$ cat config.mk
export PLATFORM = sky130hd
export DESIGN_NAME = kf_rom_loader
export DESIGN_NICKNAME = d
export VERILOG_FILES = /design/src/rtl/kf_rom_loader_pkg.sv /design/src/rtl/kf_rom_loader.sv
export SDC_FILE = /design/constraint.sdc
export NUM_CORES = 1
export LEC_CHECK = 0
export BUFFER_PORTS_ARGS = -buffer_cell sky130_fd_sc_hd__buf_4
export CORE_ASPECT_RATIO = 1.1
export CORE_UTILIZATION = 30
export DETAILED_ROUTE_END_ITERATION = 10
export GPL_TIMING_DRIVEN = 0
export PLACE_DENSITY = 0.46
export SYNTH_ARGS = -nofsm -noshare
export SYNTH_HDL_FRONTEND = slang
export SYNTH_SLANG_ARGS = --single-unit
$ cat constraint.sdc
create_clock -name clk -period 4.7 [get_ports clk]
set_input_delay 0.47 -clock clk [delete_from_list [all_inputs] [get_ports clk]]
set_output_delay 0.47 -clock clk [all_outputs]
set_load 0.005 [all_outputs]
$ cat src/rtl/kf_rom_loader_pkg.sv
// Shared definitions for the sequencer ROM loader: state encoding, default
// widths and the checksum seed.
package kf_rom_loader_pkg;

    localparam int DEF_IW     = 16;
    localparam int DEF_ROM_AW = 8;

    // The running XOR starts from this value at every new load.
    localparam logic [63:0] CSUM_SEED = 64'h0;

    typedef enum logic [2:0] {
        IDLE = 3'd0,
        HDR  = 3'd1,
        DATA = 3'd2,
        CSUM = 3'd3,
        DONE = 3'd4,
        ERR  = 3'd5
    } kf_state_t;

endpackage

$ cat src/rtl/kf_rom_loader.sv
// Streams a length-prefixed, XOR-checksummed program into the sequencer ROM.
// One stream word per cycle; ROM writes are registered one cycle behind acceptance.
module kf_rom_loader
    import kf_rom_loader_pkg::*;
#(
    parameter int IW     = DEF_IW,
    parameter int ROM_AW = DEF_ROM_AW
) (
    input  logic              clk,
    input  logic              rst_n,
    input  logic              load_req,
    input  logic              abort,
    input  logic              in_valid,
    input  logic [IW-1:0]     in_data,
    output logic              in_ready,
    output logic              rom_we,
    output logic [ROM_AW-1:0] rom_waddr,
    output logic [IW-1:0]     rom_wdata,
    output logic              load_busy,
    output logic              load_done,
    output logic              load_err
);

    localparam logic [ROM_AW:0] ROM_WORDS = {1'b1, {ROM_AW{1'b0}}};
    localparam logic [ROM_AW:0] CNT_ONE   = {{ROM_AW{1'b0}}, 1'b1};

    kf_state_t         state, state_nx;
    logic [ROM_AW:0]   cnt, cnt_nx, cnt_inc;
    logic [ROM_AW:0]   len, len_nx;
    logic [IW-1:0]     csum, csum_nx;
    logic              done_nx, err_nx;
    logic              accept;

    logic              wr_vld_p1, wr_vld_nx;
    logic [ROM_AW-1:0] wr_addr_p1, wr_addr_nx;
    logic [IW-1:0]     wr_data_p1, wr_data_nx;

    // Length occupies ROM_AW+1 bits so that a completely full ROM is expressible.
    function automatic logic hdr_len_bad(input logic [ROM_AW:0] n);
        return (n == '0) || (n > ROM_WORDS);
    endfunction

    assign in_ready = (state == HDR) || (state == DATA) || (state == CSUM);
    assign accept   = in_valid && in_ready;
    assign cnt_inc  = cnt + CNT_ONE;

    always_comb begin
        state_nx   = state;
        cnt_nx     = cnt;
        len_nx     = len;
        csum_nx    = csum;
        done_nx    = load_done;
        err_nx     = load_err;
        wr_vld_nx  = 1'b0;
        wr_addr_nx = wr_addr_p1;
        wr_data_nx = wr_data_p1;

        case (state)
            IDLE, DONE, ERR: begin
                if (load_req && !abort) begin
                    state_nx = HDR;
                    cnt_nx   = '0;
                    csum_nx  = IW'(CSUM_SEED);
                    done_nx  = 1'b0;
                    err_nx   = 1'b0;
                end
            end
            HDR: begin
                if (abort) begin
                    state_nx = ERR;
                    err_nx   = 1'b1;
                end else if (accept) begin
                    if (hdr_len_bad(in_data[ROM_AW:0])) begin
                        state_nx = ERR;
                        err_nx   = 1'b1;
                    end else begin
                        len_nx   = in_data[ROM_AW:0];
                        state_nx = DATA;
                    end
                end
            end
            DATA: begin
                if (abort) begin
                    state_nx = ERR;
                    err_nx   = 1'b1;
                end else if (accept) begin
                    // cnt < len <= 2^ROM_AW here, so the low bits are the address.
                    wr_vld_nx  = 1'b1;
                    wr_addr_nx = cnt[ROM_AW-1:0];
                    wr_data_nx = in_data;
                    csum_nx    = csum ^ in_data;
                    cnt_nx     = cnt_inc;
                    if (cnt_inc == len) begin
                        state_nx = CSUM;
                    end
                end
            end
            CSUM: begin
                if (abort) begin
                    state_nx = ERR;
                    err_nx   = 1'b1;
                end else if (accept) begin
                    if (in_data == csum) begin
                        state_nx = DONE;
                        done_nx  = 1'b1;
                    end else begin
                        state_nx = ERR;
                        err_nx   = 1'b1;
                    end
                end
            end
            default: begin
                state_nx = IDLE;
            end
        endcase
    end

    always_ff @(posedge clk or negedge rst_n) begin
        if (!rst_n) begin
            state     <= IDLE;
            cnt       <= '0;
            len       <= '0;
            csum      <= '0;
            load_done <= 1'b0;
            load_err  <= 1'b0;
        end else begin
            state     <= state_nx;
            cnt       <= cnt_nx;
            len       <= len_nx;
            csum      <= csum_nx;
            load_done <= done_nx;
            load_err  <= err_nx;
        end
    end

    // ROM write stage: one cycle after acceptance; reset drops any pending strobe.
    always_ff @(posedge clk or negedge rst_n) begin
        if (!rst_n) begin
            wr_vld_p1  <= 1'b0;
            wr_addr_p1 <= '0;
            wr_data_p1 <= '0;
        end else begin
            wr_vld_p1  <= wr_vld_nx;
            wr_addr_p1 <= wr_addr_nx;
            wr_data_p1 <= wr_data_nx;
        end
    end

    assign rom_we    = wr_vld_p1;
    assign rom_waddr = wr_addr_p1;
    assign rom_wdata = wr_data_p1;

    // Busy also covers a final write still in flight after an abort.
    assign load_busy = in_ready || wr_vld_p1;

endmodule

==> run metrics <==
outcome=completed; wire per inst=15.2 µm; Leak Pwr=1.95 nW; R2R cell count=7; clk root buf=clkbuf_16; Synth Area in Adders=0.394%; worst vdd ir=0.000173 V; H-Tree Depth=3; worst-case clock buffer depth=2; largest family of logic cells by synthesized area=simple AND/OR/NAND/NOR gates; Top Ports=50; peak fanout along the critical path=8; #FFs+latches synth=64; via count=2,545; clock slew at reported path FFs=0.05 ns; Max-slew headroom=44.0%; antenna viol nets, final=0; Setup-failing EPs final=0; Area growth, synth to finish=25.7%; GRT Total Usage=16.4%; share of layout cells above drive strength 1=22.5%; Die Width=100 µm; worst hold margin=0.244 ns; crit start category=register; CP endpoint kind=register; vias in the first global route=2,529; Worst-Margin Slew=0.841 ns; Total Wirelength=8200 µm; sequential area share after synthesis=50.5%; Hold Path Class=input pin to async pin; Die Area=11,000 µm²; vias per cell=4.72; DIE HEIGHT=110 µm; residual DRC count=0; mean post-synth cell area=9.59 µm²; Starting Density=30.7%; CTS buffer count=9; unrepaired setup endpoints after global routing=false; GRT overflow=0; period utilization=46.0%; Post-Synthesis Cells=331; cts hold-fix bufs=0; CTS tree=built; Post-synth EDFFs=0; power density cells=491 nW/µm²; fin nets=413; Crit path largest cell delay=0.40 ns; # clock sinks=64; capture point of the worst reg-to-reg path=state[0]$_DFFE_PN0P_; number of port buffers=49; Post-Syn Area=3170 µm²; CP max stage cell=or2_2; max-slew violations=0; critical path data required time=4.95 ns; FP Rows=39; TritonRoute pass-1 iters=4; DP HPWL=5720 µm; Worst R2R Start=cnt[3]$_DFFE_PN0P_; Post-CTS Resized=0; routability congestion estimate=0.806; worst path arrival time=2.42 ns; CP Class=register to register; Final Hold Viols=0; antenna violations before repair=0; core area=10,300 µm²; Worst Skew=0.00715 ns; final critical-path required period=2.16 ns; largest net degree at the start of global routing=65; Post-CTS Setup Bufs=0; worst skew pair latency=0.33 ns; mux share of post-synthesis cell area=5.56%; drt initial violations=102; n_diodes=0; setup_tns=0 ns; Yosys cell types=52; Post-Synth XOR/XNOR Area=6.62%; r2r setup slk=2.54 ns; syn_nets=353; worst-path cell chain=clkbuf_1 -> nand4_1 -> or2_2 -> xnor2_1 -> a211o_1 -> o31a_1 -> o21ai_2; Compound-Gate Fraction of Synth Area=13.8%; Simple-Gate Fraction of Synth Area=20.0%; ys async rst share=100%; ys flop type=dfrtp_1; f_max=0.463 GHz; total area of multi-input combinational cells=1470 µm²; Synth warnings=0; Max Cap Viol=0; Seq. cell area=1600 µm²; global-route wire length before repair=13,300 µm; FILL cells=1,085
## per-stage QoR
stage / cell area [µm²] / utilization [%] / setup slack (ns) / std cells / power [mW]
finish: 3990 / 38.6 / 2.54 / 539 / 1.96
global route: 3990 / 38.6 / 2.31 / 539 / 2.08
CTS: 3990 / 38.6 / 2.50 / 539 / 1.98
detailed placement: 3720 / 36.0 / 2.22 / 523 / 1.37
global placement: 3720 / 36.0 / 2.26 / 523 / 1.36
floorplan: 3170 / - / 2.81 / 331 / 1.14
## worst max-delay path: cells and delay by family (launching register included)
| family | cells | cell delay [ns] |
|---|---|---|
| buffers and inverters | 1 | 0.30 |
| AO/OA/AOI/OAI | 3 | 0.66 |
| AND/OR/NAND/NOR | 2 | 0.66 |
| XOR/XNOR | 1 | 0.15 |
| flip-flops | 1 | 0.32 |
## worst max-delay path by stage
stage	startpoint	end	slack, ns
4_1_cts	cnt[3]$_DFFE_PN0P_	state[0]$_DFFE_PN0P_	2.50
3_5_place_dp	in_data[4]	len[7]$_DFFE_PN0P_	2.22
6_report	cnt[3]$_DFFE_PN0P_	state[0]$_DFFE_PN0P_	2.54
3_3_place_gp	in_data[4]	len[7]$_DFFE_PN0P_	2.26
2_1_floorplan	in_data[4]	len[0]$_DFFE_PN0P_	2.81
5_1_grt	state[2]$_DFFE_PN0P_	csum[2]$_DFFE_PN0P_	2.31
## layout make-up
class                      count  area share (%)
buffer                        16            1.73
clock buffer                  13            6.27
clock inverter                 3           0.439
inverter                       9           0.847
multi-input combinational    242            36.9
sequential                    64            40.2
tap                          143            4.49
timing repair buffer          49            9.22
## layer usage
metal | part of all wire [%] | routed length [µm] | up-vias | track usage [%]
met5 | 0 | 0 | - | 0
met4 | 1.7 | 137 | 0 | 8.39
met3 | 2.8 | 230 | 10 | 3.05
met2 | 49 | 3990 | 53 | 26.8
met1 | 47 | 3840 | 1223 | 20.9
li1 | - | - | 1259 | -
## power breakdown
| group | total, mW | switching, mW | internal, mW |
|---|---|---|---|
| Clock | 0.605 | 0.235 | 0.370 |
| Combinational | 0.573 | 0.279 | 0.294 |
| Sequential | 0.780 | 0.103 | 0.677 |
## registers in the layout, summed over array words and instances (netlist names)
name and count:
state 3, load_err 1, cnt 9, rom_wdata 16, csum 16, load_done 1
rom_we 1, len 9, rom_waddr 8
## cells in the final DEF, fill, tap and decap left out, types with 7 or more instances in the layout
master,instances
nand2_1,71
dfrtp_1,64
buf_4,50
o21ai_0,34
nor2_1,28
xnor2_1,13
clkbuf_1,12
xor2_1,11
mux2_4,9
clkbuf_16,9
inv_1,8
a21oi_1,7
## cell usage after synthesis (all sizes together) (7+ instances only)
cell type	n	area, µm²
a21oi	7	35.0
buf	7	35.0
clkbuf	9	33.8
dfrtp	64	1600
inv	9	33.8
mux2	10	146
nand2	73	284
nor2	29	125
o21ai	35	179
xnor2	13	114
xor2	11	96.3
## cell families after synthesis
logic type                 count (synthesis)
AOI/OAI and AO/OA                         69
xor gates and xnor gates                  24
adders and majority gates                  1
buffers and inverters                     25
DFF                                       64
muxes                                     13
and+or+nand+nor                          135
(Power assumes the default switching activity.)
